`src/rtl/fifo_burst_reader.sv`:
```
// Read-side burst controller: pops BURST_LEN-word bursts from a synchronous FIFO onto a
// valid/ready stream. Define FIFO_RD_TIMEOUT_EN to flush partial bursts after TIMEOUT_CYCLES.
module fifo_burst_reader #(
  parameter int unsigned DATA_WIDTH     = 8,
  parameter int unsigned FIFO_DEPTH     = 16,
  parameter int unsigned BURST_LEN      = 4,
  parameter int unsigned TIMEOUT_CYCLES = 16
) (
  input  logic                        clk,
  input  logic                        rst_n,
  output logic                        fifo_rd_en,
  input  logic [DATA_WIDTH-1:0]       fifo_rd_data,
  input  logic [$clog2(FIFO_DEPTH):0] fifo_count,
  output logic [DATA_WIDTH-1:0]       m_data,
  output logic                        m_valid,
  input  logic                        m_ready,
  output logic                        m_last,
  output logic                        busy,
  output logic                        burst_done
);

  localparam int unsigned CntW = $clog2(FIFO_DEPTH) + 1;
  localparam logic [CntW-1:0] BurstLen = CntW'(BURST_LEN);

  if ((BURST_LEN < 1) || (BURST_LEN > FIFO_DEPTH) || (TIMEOUT_CYCLES < 1)) begin : g_param_err
    $error("fifo_burst_reader: illegal BURST_LEN/TIMEOUT_CYCLES");
  end

  typedef enum logic [1:0] {StIdle, StDrain, StFlush} state_e;

  state_e                  state_q, state_d;
  logic [CntW-1:0]         burst_len_q, burst_len_d;
  logic [CntW-1:0]         issued_q, issued_d;
  logic [CntW-1:0]         beat_cnt_q, beat_cnt_d;
  logic                    inflight_q;
  logic [1:0]              buf_occ_q, buf_occ_d;
  logic [DATA_WIDTH-1:0]   buf0_q, buf0_d;
  logic [DATA_WIDTH-1:0]   buf1_q, buf1_d;
  logic                    burst_done_q, burst_done_d;
  logic                    pop;
  logic [2:0]              credit;
  logic                    tmo_hit;

  // Head of the skid buffer drives the stream.
  always_comb begin
    m_valid    = (buf_occ_q != 2'd0);
    m_data     = buf0_q;
    m_last     = m_valid && (beat_cnt_q == burst_len_q - CntW'(1));
    pop        = m_valid && m_ready;
    busy       = (state_q != StIdle);
    burst_done = burst_done_q;
  end

  // Words already buffered plus the one in flight must fit the 2-entry buffer.
  always_comb begin
    credit     = 3'(buf_occ_q) + 3'(inflight_q) - 3'(pop);
    fifo_rd_en = (state_q == StDrain) && (issued_q < burst_len_q) &&
                 (fifo_count != '0) && (credit < 3'd2);
  end

`ifdef FIFO_RD_TIMEOUT_EN
  localparam int unsigned TmoW = $clog2(TIMEOUT_CYCLES + 1);

  logic [TmoW-1:0] tmo_q, tmo_d;
  logic            partial;

  always_comb begin
    partial = (state_q == StIdle) && (fifo_count != '0) && (fifo_count < BurstLen);
    tmo_hit = partial && (tmo_q == TmoW'(TIMEOUT_CYCLES - 1));
    tmo_d   = '0;
    if (partial && !tmo_hit) begin
      tmo_d = tmo_q + TmoW'(1);
    end
  end

  always_ff @(posedge clk or negedge rst_n) begin
    if (!rst_n) begin
      tmo_q <= '0;
    end else begin
      tmo_q <= tmo_d;
    end
  end
`else
  always_comb begin
    tmo_hit = 1'b0;
  end
`endif

  always_comb begin
    state_d      = state_q;
    burst_len_d  = burst_len_q;
    issued_d     = issued_q + CntW'(fifo_rd_en);
    beat_cnt_d   = beat_cnt_q + CntW'(pop);
    burst_done_d = 1'b0;
    unique case (state_q)
      StIdle: begin
        if (fifo_count >= BurstLen) begin
          state_d     = StDrain;
          burst_len_d = BurstLen;
          issued_d    = '0;
          beat_cnt_d  = '0;
        end else if (tmo_hit) begin
          state_d     = StDrain;
          burst_len_d = fifo_count;
          issued_d    = '0;
          beat_cnt_d  = '0;
        end
      end
      StDrain: begin
        if (issued_q == burst_len_q) begin
          state_d = StFlush;
        end
      end
      StFlush: begin
        if (pop && m_last) begin
          state_d      = StIdle;
          burst_done_d = 1'b1;
        end
      end
      default: state_d = StIdle;
    endcase
  end

  // Skid buffer: push the word read last cycle, pop on handshake.
  always_comb begin
    buf0_d    = buf0_q;
    buf1_d    = buf1_q;
    buf_occ_d = buf_occ_q;
    unique case ({inflight_q, pop})
      2'b10: begin
        if (buf_occ_q == 2'd0) begin
          buf0_d = fifo_rd_data;
        end else begin
          buf1_d = fifo_rd_data;
        end
        buf_occ_d = buf_occ_q + 2'd1;
      end
      2'b01: begin
        buf0_d    = buf1_q;
        buf_occ_d = buf_occ_q - 2'd1;
      end
      2'b11: begin
        if (buf_occ_q == 2'd1) begin
          buf0_d = fifo_rd_data;
        end else begin
          buf0_d = buf1_q;
          buf1_d = fifo_rd_data;
        end
      end
      default: ;
    endcase
  end

  always_ff @(posedge clk or negedge rst_n) begin
    if (!rst_n) begin
      state_q      <= StIdle;
      burst_len_q  <= '0;
      issued_q     <= '0;
      beat_cnt_q   <= '0;
      inflight_q   <= 1'b0;
      buf_occ_q    <= 2'd0;
      buf0_q       <= '0;
      buf1_q       <= '0;
      burst_done_q <= 1'b0;
    end else begin
      state_q      <= state_d;
      burst_len_q  <= burst_len_d;
      issued_q     <= issued_d;
      beat_cnt_q   <= beat_cnt_d;
      inflight_q   <= fifo_rd_en;
      buf_occ_q    <= buf_occ_d;
      buf0_q       <= buf0_d;
      buf1_q       <= buf1_d;
      burst_done_q <= burst_done_d;
    end
  end

endmodule

```
`config.mk`:
```
export PLATFORM = sky130hd
export DESIGN_NAME = fifo_burst_reader
export DESIGN_NICKNAME = d
export VERILOG_FILES = /design/src/rtl/fifo_burst_reader.sv
export SDC_FILE = /design/constraint.sdc
export NUM_CORES = 1
export LEC_CHECK = 0
export CORE_MARGIN = 2
export CORE_UTILIZATION = 53
export DETAILED_ROUTE_END_ITERATION = 6
export PLACE_DENSITY_LB_ADDON = 0.15
export SLEW_MARGIN = 0
export SYNTH_ARGS = -nofsm -noshare
export SYNTH_HDL_FRONTEND = slang
export SYNTH_SLANG_ARGS = --single-unit
```
`constraint.sdc`:
```
create_clock -name clk -period 3.1 [get_ports clk]
set_input_delay 0.62 -clock clk [delete_from_list [all_inputs] [get_ports clk]]
set_output_delay 0.62 -clock clk [all_outputs]
set_load 0.02 [all_outputs]
```
==> results of run 1 <==
routing by layer:
metal | track usage (%) | vias up
met1 | 30.4 | 680
met5 | 0 | -
met4 | 8.21 | 0
met2 | 37.4 | 21
li1 | - | 675
met3 | 6.21 | 5
repair_timing:
item                                    4_1_cts  5_1_grt
resized for setup                            16        7
endpoints found under the setup margin        1        1
pin swaps                                     6        6
setup buffers                                 2        0
path summary, 6_finish.rpt:
check | slack, ns | startpoint | end
min in group asynchronous | 0.68 | rst_n | buf_occ_q[1]
max in group asynchronous | 2.11 | rst_n | m_data[7]
hold reg to reg | 0.52 | buf1_q[7] | buf1_q[7]
setup reg to reg | 0.24 | buf_occ_q[1] | issued_q[4]
hold / removal | 0.52 | buf1_q[7] | buf1_q[7]
setup / recovery | 0.02 | buf_occ_q[1] | fifo_rd_en
layout by cell type (no fill, tap or decap), types with 2 or more instances in the layout:
master           instances
a21oi_1                 10
a221o_1                  8
a31oi_1                  9
buf_4                   17
clkbuf_4                 5
clkdlybuf4s50_1         26
dfrtp_1                 33
ha_1                     8
inv_1                    5
inv_2                    2
mux2_4                   8
nand2_1                 18
nand2_4                  2
nand3_1                  6
nor2_1                   9
nor2_4                   2
nor2b_1                  6
nor3_1                   3
o21ai_0                  2
xnor2_1                  4
xor2_1                   4
worst max-delay path, cell delays in order (launching register included):
cell and delay, ns:
dfrtp_1 0.38, inv_2 0.06, ha_4 0.16, inv_4 0.06, nand2_4 0.06, buf_6 0.12
nor2_4 0.14, o21ai_4 0.08, fa_2 0.54, nand4_1 0.11, nor3_2 0.22, buf_4 0.18
layout make-up:
type,count,area [um^2],area share [%]
Timing Repair Buffer,45,408,17.4
Tap cell,46,57.6,2.45
Multi-Input combinational cell,118,937,39.9
Clock buffer,7,55.1,2.34
Sequential cell,33,826,35.1
Inverter,9,36.3,1.54
Clock inverter,1,30.0,1.28
registers in the layout (all words and copies together) (netlist names):
register / flops
beat_cnt_q: 5
buf1_q: 8
buf_occ_q: 2
burst_done: 1
burst_len_q: 1
inflight_q: 1
issued_q: 5
m_data: 8
state_q: 2
cells by family after synthesis:
logic type	Yosys count
AND/OR/NAND/NOR	58
flip-flops	33
AO/OA/AOI/OAI	32
adder cells (fa/ha/maj)	10
multiplexers	9
buffers and inverters	14
XOR/XNOR	9
where the power goes:
| group | leakage (nW) | internal (mW) | total (mW) | switching, mW |
|---|---|---|---|---|
| logic | 0.601 | 0.731 | 1.42 | 0.690 |
| registers | 0.403 | 0.619 | 0.759 | 0.140 |
| clock network | 0.0455 | 0.193 | 0.336 | 0.144 |
| total | 1.05 | 1.54 | 2.52 | 0.973 |
==> flow_summary_export.csv, run 1 <==
group,metric,value,unit
synth,synth_simple_gate_area_share,17.3,%
worst_setup_path,worst_reg_to_reg_path_cell_count,16,
synth,synthesized_cell_area,0.00178,mm^2
synth,synth-async-reset-ratio,100,%
clocking,clock_transition_at_the_registers_of_the_reported_paths,0.11,ns
clocking,library_cell_used_as_clock_root_buffer,"clkbuf_4",
worst_setup_path,worst_setup_start_kind,"flip-flop",
timing,max-slew-margin-rel,72.2,%
clocking,numCtsBuffers,5,
route,drc,0,
die,core_area,0.00328,mm^2
die,die_h,61.9,um
synth,postSynthRegisterBits,33,
synth,multiplexer_area_fraction_after_synthesis,8.02,%
die,die-width,61.9,um
clocking,cts_max_level,2,
layout,finalNetCount,238,
worst_setup_path,criticalPathCategory,"flip-flop to output pin",
route,route.met3.wl,113,um
synth,avg_inst_size_synth,10.8,um^2
placement,hpwl,2740,um
placement,io_buffer_count,28,
layout,num_antenna_cells,0,
power,total_leakage_power,1.05,nW
synth,synth_top_cell_by_area,"dfrtp_1",
synth,synth_fa_ha_area_share,7.46,%
route,top_signal_layer_used,"met4",
synth,yosysSeqAreaShare,46.4,%
power,pwr_density,1070,mW/mm^2
placement,gp_routability_congestion,0.772,
synth,netlist_top_cells_count,"dfrtp_1 (33), nand2_1 (18), nor2_1 (11), a21oi_1 (10)",
layout,final_core_util,71.5,%
timing,worst_hold_slack,0.522,ns
route,route.detailed.wl_per_inst,14.7,um
grt,wire_length_of_the_first_global_routing_pass,6260,um
hold_path,min_path_type,"flip-flop to flip-flop",
route,met2RoutedLength,1940,um
synth,synth-compound-area-share,12.2,%
route,drt_first_pass_iters,4,
run_status,run_status,"complete, no violations",
timing,worst_clock_skew,0.0100,ns
timing,finalCriticalPeriod,3.08,ns
clocking,clock_sink_count,33,
timing,final_critical_path_setup_slack,0.0237,ns
die,floorplan.initialDensity,54.1,%
timing,post-route-period-util,99.2,%
synth,synth_top_cell_area_share,46.4,%
grt,pin_count_of_the_biggest_net_entering_global_routing,34,
placement,place_ws,-0.568,ns
route,routedLengthMet1,1700,um
layout,design_area,0.00235,mm^2
worst_setup_path,setup.worst_path.end_class,"output pin",
timing,timing_hold_violations_final,0,
synth,synth_nets,191,
worst_setup_path,required,2.48,ns
route,postRouteWirelength,3810,um
worst_setup_path,cp_data_arrival_time,2.46,ns
grt,gr-total-overflow,0,
synth,xor_and_xnor_fraction_of_the_mapped_netlist_area,4.43,%
die,rows,21,
timing,clock.fmax,0.325,GHz
timing,grt_setup_unrepaired,"true",
hold_path,hold_path_depth,1,
synth,edff_count_synth,0,
grt,grt_usage,23.2,%
layout,flow.area_growth_from_synthesis,32.2,%
route,detailedRoute.firstIterationViolations,90,
layout,post_route_cells_drive_above_1_share,23.9,%
synth,synth_most_common_cell,"dfrtp_1",
timing,finalMaxSlewViolations,0,
synth,netlist-cell-type-count,36,
synth,synthesis.instances,165,
synth,yosys_warnings,0,
clocking,tritoncts,"yes",
clocking,clkLatencyLatePin,0.34,ns
route,antenna_left,0,
synth,synthTopCellsByArea,"dfrtp_1 (46%), mux2_4 (6.8%), ha_1 (6.3%)",
power,post-layout-total-power,2.52,mW
timing,setup-tns-final,0,ns
timing,worst-slew-pin-transition,0.417,ns
route,viasPerCell,5.33,
placement,placedInstanceArea,0.00219,mm^2
power,ir_worst_vdd,0.000417,V
layout,num-fill-cells,238,
clocking,ctsLongestPathBuffers,2,
clocking,cts_hold_buffers,0,
route,num_vias,1381,
timing,timing.final.setup_violations,0,
run,cap_viol_max_count,0,
grt,first_global_vias,1381,
layout,final_cells,259,
synth,combinational_family_with_the_most_area_after_synthesis,"simple AND/OR/NAND/NOR gates",
grt,antenna_found_initial,0,
worst_setup_path,critical_path_peak_fanout,4,
placement,placed_cells,249,
die,area_of_the_die,0.00383,mm^2
synth,synth-main-ff-cell,"dfrtp_1",
die,ioPinCount,29,
Note: power is estimated with default switching activity, not from simulation.
==> inputs of run 2 (changes only) <==
HOLD_SLACK_MARGIN = 0.02   (was not set)
SLEW_MARGIN = not set   (was 0)
==> results of run 2 <==
No change in the layout: final DEF, timing and power equal those of run 1.
